<file path="config.mk">
export PLATFORM = sky130hd
export DESIGN_NAME = sbox_scheduler
export DESIGN_NICKNAME = d
export VERILOG_FILES = /design/src/rtl/sbox_scheduler.sv
export SDC_FILE = /design/constraint.sdc
export NUM_CORES = 1
export LEC_CHECK = 0
export BUFFER_PORTS_ARGS = -buffer_cell sky130_fd_sc_hd__buf_4
export CAP_MARGIN = 20
export CORE_UTILIZATION = 51
export CTS_CLUSTER_SIZE = 28
export DETAILED_ROUTE_END_ITERATION = 10
export MAX_ROUTING_LAYER = met4
export PLACE_DENSITY = 0.8
export SLEW_MARGIN = 20
export SYNTH_ARGS = -nofsm -noshare
export SYNTH_HDL_FRONTEND = slang
export SYNTH_SLANG_ARGS = --single-unit
</file>
<file path="constraint.sdc">
create_clock -name clk -period 5.4 [get_ports clk]
set_input_delay 0.81 -clock clk [delete_from_list [all_inputs] [get_ports clk]]
set_output_delay 0.81 -clock clk [all_outputs]
set_load 0.005 [all_outputs]
</file>
<file path="src/rtl/sbox_scheduler.sv">
// sbox_scheduler: shares four external combinational AES S-box lanes between a
// 128-bit state port (4 words over 4 cycles) and a 32-bit key-word port (1 cycle).
// Build option: define SBOX_SCHED_RR_EN for round-robin arbitration instead of KEY_PRIO.
module sbox_scheduler #(
    parameter int KEY_PRIO = 1
) (
    input  logic         clk,
    input  logic         rst_n,
    input  logic         st_valid,
    output logic         st_ready,
    input  logic [0:127] st_data,
    output logic [0:127] st_out,
    output logic         st_done,
    input  logic         kw_valid,
    output logic         kw_ready,
    input  logic [0:31]  kw_data,
    output logic [0:31]  kw_out,
    output logic         kw_done,
    output logic [0:31]  sb_in,
    input  logic [0:31]  sb_out,
    output logic         busy
);

    typedef enum logic [1:0] {
        IDLE   = 2'd0,
        ST_RUN = 2'd1,
        KW_RUN = 2'd2
    } state_t;

    state_t       r_state;
    state_t       w_next_state;
    logic [1:0]   r_wcnt;
    logic [0:127] r_st_buf;
    logic [0:31]  r_kw_buf;
    logic [0:127] r_st_out;
    logic [0:31]  r_kw_out;
    logic         r_st_done;
    logic         r_kw_done;

    logic         w_idle;
    logic         w_st_win;
    logic         w_kw_win;
    logic         w_st_acc;
    logic         w_kw_acc;
    logic [6:0]   w_word_base;

    assign w_idle      = (r_state == IDLE);
    assign w_word_base = {r_wcnt, 5'd0};

    // Arbitration: decide which valid requester would win if the block were idle.
`ifdef SBOX_SCHED_RR_EN
    logic r_last_key;
    logic w_unused_prio;

    assign w_unused_prio = (KEY_PRIO != 0);

    always_comb begin
        w_st_win = st_valid & (~kw_valid | r_last_key);
        w_kw_win = kw_valid & (~st_valid | ~r_last_key);
    end

    always_ff @(posedge clk or negedge rst_n) begin
        if (!rst_n) begin
            r_last_key <= 1'b1;
        end else if (w_st_acc) begin
            r_last_key <= 1'b0;
        end else if (w_kw_acc) begin
            r_last_key <= 1'b1;
        end
    end
`else
    localparam logic KEY_WINS = (KEY_PRIO != 0);

    always_comb begin
        w_st_win = st_valid & (~kw_valid | ~KEY_WINS);
        w_kw_win = kw_valid & (~st_valid | KEY_WINS);
    end
`endif

    // Grants are gated by rst_n so neither ready can rise while reset is held.
    assign w_st_acc = rst_n & w_idle & w_st_win;
    assign w_kw_acc = rst_n & w_idle & w_kw_win;

    always_ff @(posedge clk or negedge rst_n) begin
        if (!rst_n) begin
            r_state <= IDLE;
            r_wcnt  <= 2'd0;
        end else begin
            r_state <= w_next_state;
            if (r_state == ST_RUN) begin
                r_wcnt <= r_wcnt + 2'd1;
            end
        end
    end

    // NOTE: every signal driven here gets a default first, so no path can infer a latch.
    always_comb begin
        w_next_state = r_state;
        sb_in        = '0;
        unique case (r_state)
            IDLE: begin
                if (w_st_acc) begin
                    w_next_state = ST_RUN;
                end else if (w_kw_acc) begin
                    w_next_state = KW_RUN;
                end
            end
            ST_RUN: begin
                sb_in = r_st_buf[w_word_base +: 32];
                if (r_wcnt == 2'd3) begin
                    w_next_state = IDLE;
                end
            end
            KW_RUN: begin
                sb_in        = r_kw_buf;
                w_next_state = IDLE;
            end
            default: begin
                w_next_state = IDLE;
            end
        endcase
    end

    // NOTE: capture buffers carry no reset; they are only read after an accept has loaded them.
    always_ff @(posedge clk) begin
        if (w_st_acc) begin
            r_st_buf <= st_data;
        end
        if (w_kw_acc) begin
            r_kw_buf <= kw_data;
        end
    end

    always_ff @(posedge clk or negedge rst_n) begin
        if (!rst_n) begin
            r_st_out  <= '0;
            r_kw_out  <= '0;
            r_st_done <= 1'b0;
            r_kw_done <= 1'b0;
        end else begin
            r_st_done <= (r_state == ST_RUN) && (r_wcnt == 2'd3);
            r_kw_done <= (r_state == KW_RUN);
            if (r_state == ST_RUN) begin
                r_st_out[w_word_base +: 32] <= sb_out;
            end
            if (r_state == KW_RUN) begin
                r_kw_out <= sb_out;
            end
        end
    end

    assign st_ready = w_st_acc;
    assign kw_ready = w_kw_acc;
    assign st_out   = r_st_out;
    assign kw_out   = r_kw_out;
    assign st_done  = r_st_done;
    assign kw_done  = r_kw_done;
    assign busy     = ~w_idle;

`ifndef SYNTHESIS
    a_one_ready: assert property (@(posedge clk) disable iff (!rst_n)
        !(st_ready && kw_ready));
    a_ready_only_idle: assert property (@(posedge clk) disable iff (!rst_n)
        (st_ready || kw_ready) |-> (r_state == IDLE));
`endif

endmodule

</file>
Word-level counts from Yosys, hierarchy flattened
Cells that the tools add are included.
{"block": "op_classes", "addsub": 2, "multipliers": 0, "div_mod_pow": 0, "magnitude_cmp": 0, "n_eq_ne": 5, "n_shift": 3, "n_mux": 6, "n_bitwise": 7, "reduce_logical": 3}
{"op": "$shift A129 B9 Y128 const A", "n": 1}
{"op": "$shiftx A128 B8 Y129", "n": 1}
{"op": "$shiftx A129 B9 Y128", "n": 1}
{"op": "$bwmux W128", "n": 1}
{"op": "$pmux W32 S2", "n": 1}
{"op": "$neg A8 Y9", "n": 1}
{"op": "$not A7 Y8", "n": 1}
{"op": "$mux W2", "n": 3}
{"op": "$and A1 B1 Y1", "n": 4}
{"op": "$eq A2 B2 Y1 const B", "n": 2}
{"op": "$pmux W2 S2", "n": 1}
{"op": "$ne A3 B3 Y1 const B", "n": 1}
{"op": "$add A2 B1 Y2 const B", "n": 1}
{"op": "$eq A2 B1 Y1 const B", "n": 1}
{"op": "$logic_not A2 Y1", "n": 1}
{"op": "$ne A2 B1 Y1 const B", "n": 1}
{"op": "$not A1 Y1", "n": 2}
{"op": "$reduce_and A2 Y1", "n": 1}
{"op": "$logic_and A1 B1 Y1", "n": 1}
{"block": "word_totals", "ff_bits": 326, "latch_bits": 0, "mem_bits_rw": 0, "romBits": 0, "inputBits": 196, "output_inout_bits": 197, "wordCells": 34, "memories": 0}

Depth between registers and ports, before layout
{"block": "logic_depth", "depth_word": 6, "ltp_mapped": 7, "ltp_nobuf": 5}

Worst setup path after synthesis
OpenSTA, ideal clock, no wires.
{"block": "synth_path", "path_type": "input to output", "startpoint": "input port kw_valid", "endpoint": "output port st_ready", "arrival_ps": 3970, "t_required_ps": 4590, "path_slack_ps": 620, "cell_stages": 1, "n_path_buf": 0, "path_cell_list": "and4b_1"}
{"block": "synth_via", "elab_chain_len": 3}
{"item": "start, declared", "line": "14", "source": "input logic kw_valid,"}
{"item": "$not A1 Y1", "line": "75", "source": "w_st_win = st_valid & (~kw_valid | ~KEY_WINS);"}
{"item": "$and A1 B1 Y1", "line": "75"}
{"item": "$and A1 B1 Y1", "line": "81", "source": "assign w_st_acc = rst_n & w_idle & w_st_win;"}
{"item": "end, declared", "line": "10", "source": "output logic st_ready,"}
No other way between the ends.

Final worst setup path
{"block": "layout_path", "startpoint": "register r_state[1]", "endpoint": "output port sb_in[4] in the netlist's numbering"}
{"block": "layout_via", "elab_chain_len": 2, "word_cells_on_any_way": 3, "cone_classes": "2 x eq/ne; 1 x mux"}
{"item": "start, declared", "line": "30", "source": "state_t r_state;"}
{"item": "start signal, assigned", "line": "89", "source": "r_state <= w_next_state;"}
{"item": "$eq A2 B2 Y1 / $eq A2 B1 Y1 (equally long branches)", "line": "100", "source": "unique case (r_state)"}
{"item": "$pmux W32 S2 *", "line": "100"}
{"item": "end, declared", "line": "19", "source": "output logic [0:31] sb_in,"}
Mark *: on every way between the ends. The rest lies on a longest branch, timed or not.

==> impl_metrics.json <==
{
  "status": "finished clean",
  "initial_core_util_pct": 51.9,
  "setup_violations": 0,
  "nets": 1296,
  "synth_top_cell_by_area": "edfxtp_1",
  "finalHoldViolCount": 0,
  "final-max-slew-violation-count": 0,
  "cp_slowest_cell": "nand3_2",
  "synth.distinct_cells": 31,
  "dr.pass1.iters": 7,
  "max-cap-violations": 0,
  "worstSetupStartpointType": "flip-flop",
  "routed_wl_mm": 31.4,
  "fmax_mhz": 270,
  "ff2ff_path_depth": 4,
  "hold_class": "input pin to async pin",
  "path_clk_slew_ns": 0.06,
  "die-area_sq_um": 24500,
  "syn_area_sq_um": 12200,
  "ys.flop_type": "dfrtp_1",
  "core_sq_um": 23500,
  "async_reset_ff_share_pct": 50.9,
  "crit_cells": 6,
  "skew_ns": 0.0110,
  "synthTopCellsByCount": "dfrtp_1, edfxtp_1, a22o_1",
  "critPathBufInv": 2,
  "cts_num_sinks": 326,
  "cts_resized": 0,
  "ctsHtreeMaxLevel": 2,
  "avgSynthCellArea_sq_um": 17.3,
  "p_leak_nw": 7.69,
  "grt_pass1_vias": 8215,
  "path_cells": "inv_1 -> ha_1 -> nand3_2 -> o22ai_1 -> a21o_1 -> buf_4",
  "cts_hold_buf": 0,
  "n_antenna_cell": 0,
  "period_minus_slack_ns": 3.70,
  "yosysMostFrequentCell": "dfrtp_1",
  "ys_top_cells_by_area": "edfxtp_1, dfrtp_1, a22o_1",
  "num-fill-cells": 1551,
  "vias_per_cell": 5.58,
  "drc": 0,
  "synth_seq_cells": 326,
  "synthesis.yosys.warnings": 0,
  "grt_pass1_wl_mm": 46.5,
  "synth_edf_count": 160,
  "grt_max_degree": 130,
  "gp_congestion": 0.900,
  "finalCritPeriodShare_pct": 68.5,
  "drive_gt1_share_pct": 44.6,
  "seq_area_sq_um": 8960,
  "cts_setup_buffers": 0,
  "place_area_sq_um": 15300,
  "peakVddDrop_v": 0.000316,
  "rsz0062_at_grt": "false",
  "port-buffer-count": 392,
  "crit_path_end_kind": "output pin",
  "grt-ovfl-total": 0,
  "fin_area_sq_um": 16400,
  "crit_family": "simple AND/OR/NAND/NOR gates",
  "drt_iter0_markers": 513,
  "cts.path.max_buffers": 3,
  "worstPathMaxFanout": 32,
  "synth_top_area_share_pct": 39.5,
  "cts_tree": "yes",
  "antenna_found_initial": 0,
  "clkLatencyLatePin_ns": 0.49,
  "io_pins": 393,
  "yosysSeqAreaShare_pct": 73.6,
  "p_per_area_nw_per_um2": 529,
  "die_h_um": 156,
  "netlist_instances": 702,
  "numCtsBuffers": 34,
  "crit_arrival_ns": 2.89,
  "wl_per_cell_um": 22.0,
  "num_vias": 7973,
  "drtAntennaViolNets": 0,
  "setup_tns_ns": 0,
  "worstMarginPinSlew_ns": 0.950,
  "maxSlewHeadroom_pct": 36.7,
  "fp-row-count": 56,
  "syn_nets": 905,
  "critPathMaxStageDelay_ns": 0.75,
  "die_w_um": 156,
  "syn_to_final_growth_pct": 34.7,
  "cts-root-buf": "clkbuf_16",
  "cp.required_ns": 4.59,
  "path_class": "flip-flop to output pin",
  "multi_input_area_sq_um": 2810,
  "grtUsageTotal_pct": 26.3,
  "dp_hpwl_mm": 21.2
}
[through the flow]
stage	utilization, %	total power [W]	std cells	worst slack [ns]	hold slack [ns]
floorplan	-	0.00500	702	0.620	0.498
global placement	65.0	0.00632	1376	2.24	0.489
detailed placement	65.0	0.00639	1376	2.20	0.492
CTS	69.8	0.00875	1430	1.66	0.241
global route	69.8	0.00909	1430	1.43	0.270
finish	69.8	0.00868	1430	1.70	0.243
[final timing paths]
check	startpoint	to	slack, ns
worst min-delay path	rst_n	st_out[111]$_DFFE_PN0P_	0.24
max in group asynchronous	rst_n	st_out[23]$_DFFE_PN0P_	3.99
worst min register to register	st_out[62]$_DFFE_PN0P_	st_out[62]$_DFFE_PN0P_	0.50
worst max register to register	r_wcnt[0]$_DFFE_PN0P_	st_out[39]$_DFFE_PN0P_	2.84
min in group clk	kw_data[26]	r_kw_buf[26]$_DFFE_PP_	0.49
worst max-delay path	r_state[1]$_DFFE_PN0P_	sb_in[4]	1.70
[area by class of cell]
class / count / share of cell area, %
Clock inverter: 10 / 0.649
Sequential cell: 326 / 54.7
Tap cell: 319 / 2.43
Timing Repair Buffer: 406 / 18.7
Clock buffer: 44 / 6.24
Inverter: 6 / 0.137
Multi-Input combinational cell: 319 / 17.2
[cells by family (layout without fill, tap and decap cells)]
kind of cell / after synthesis / count (layout) / share of synthesized area (%)
buffers and inverters: 57 / 466 / 3.37
AND/OR/NAND/NOR: 19 / 19 / 0.956
flip-flops: 326 / 326 / 73.6
AO/OA/AOI/OAI: 196 / 196 / 13.1
multiplexers: 96 / 96 / 8.22
adder cells (fa/ha/maj): 7 / 7 / 0.719
XOR/XNOR: 1 / 1 / 0.0720
[per-layer routing]
metal | global-route usage [%] | vias up | part of all wire [%]
li1 | - | 3520 | -
met1 | 30.0 | 3973 | 37
met2 | 44.3 | 403 | 51
met3 | 5.95 | 77 | 8.1
met4 | 11.9 | 0 | 3.9
met5 | - | - | 0
[state kept, by name (all words and copies together), names as in the netlist]
register / count
r_st_buf: 128
st_out: 128
kw_out: 32
r_kw_buf: 32
r_state: 2
r_wcnt: 2
kw_done: 1
st_done: 1
[where the power goes]
part | switching [W] | total (W) | internal, W
logic | 0.00105 | 0.00260 | 0.00155
registers | 0.000453 | 0.00375 | 0.00330
clock network | 0.000905 | 0.00233 | 0.00142
total | 0.00240 | 0.00868 | 0.00628
[cell usage in the layout, fill, tap and decap left out, drive strengths merged, types with 2 or more instances in the layout]
| cell | count |
|---|---|
| buf | 406 |
| dfrtp | 166 |
| edfxtp | 160 |
| a22o | 128 |
| mux2i | 64 |
| clkbuf | 44 |
| o22ai | 32 |
| a21o | 32 |
| mux2 | 32 |
| nand2 | 8 |
| ha | 7 |
| clkinv | 7 |
| inv | 6 |
| and4 | 4 |
| bufinv | 2 |
| nand3 | 2 |
Power figures use the tool's default switching activity.
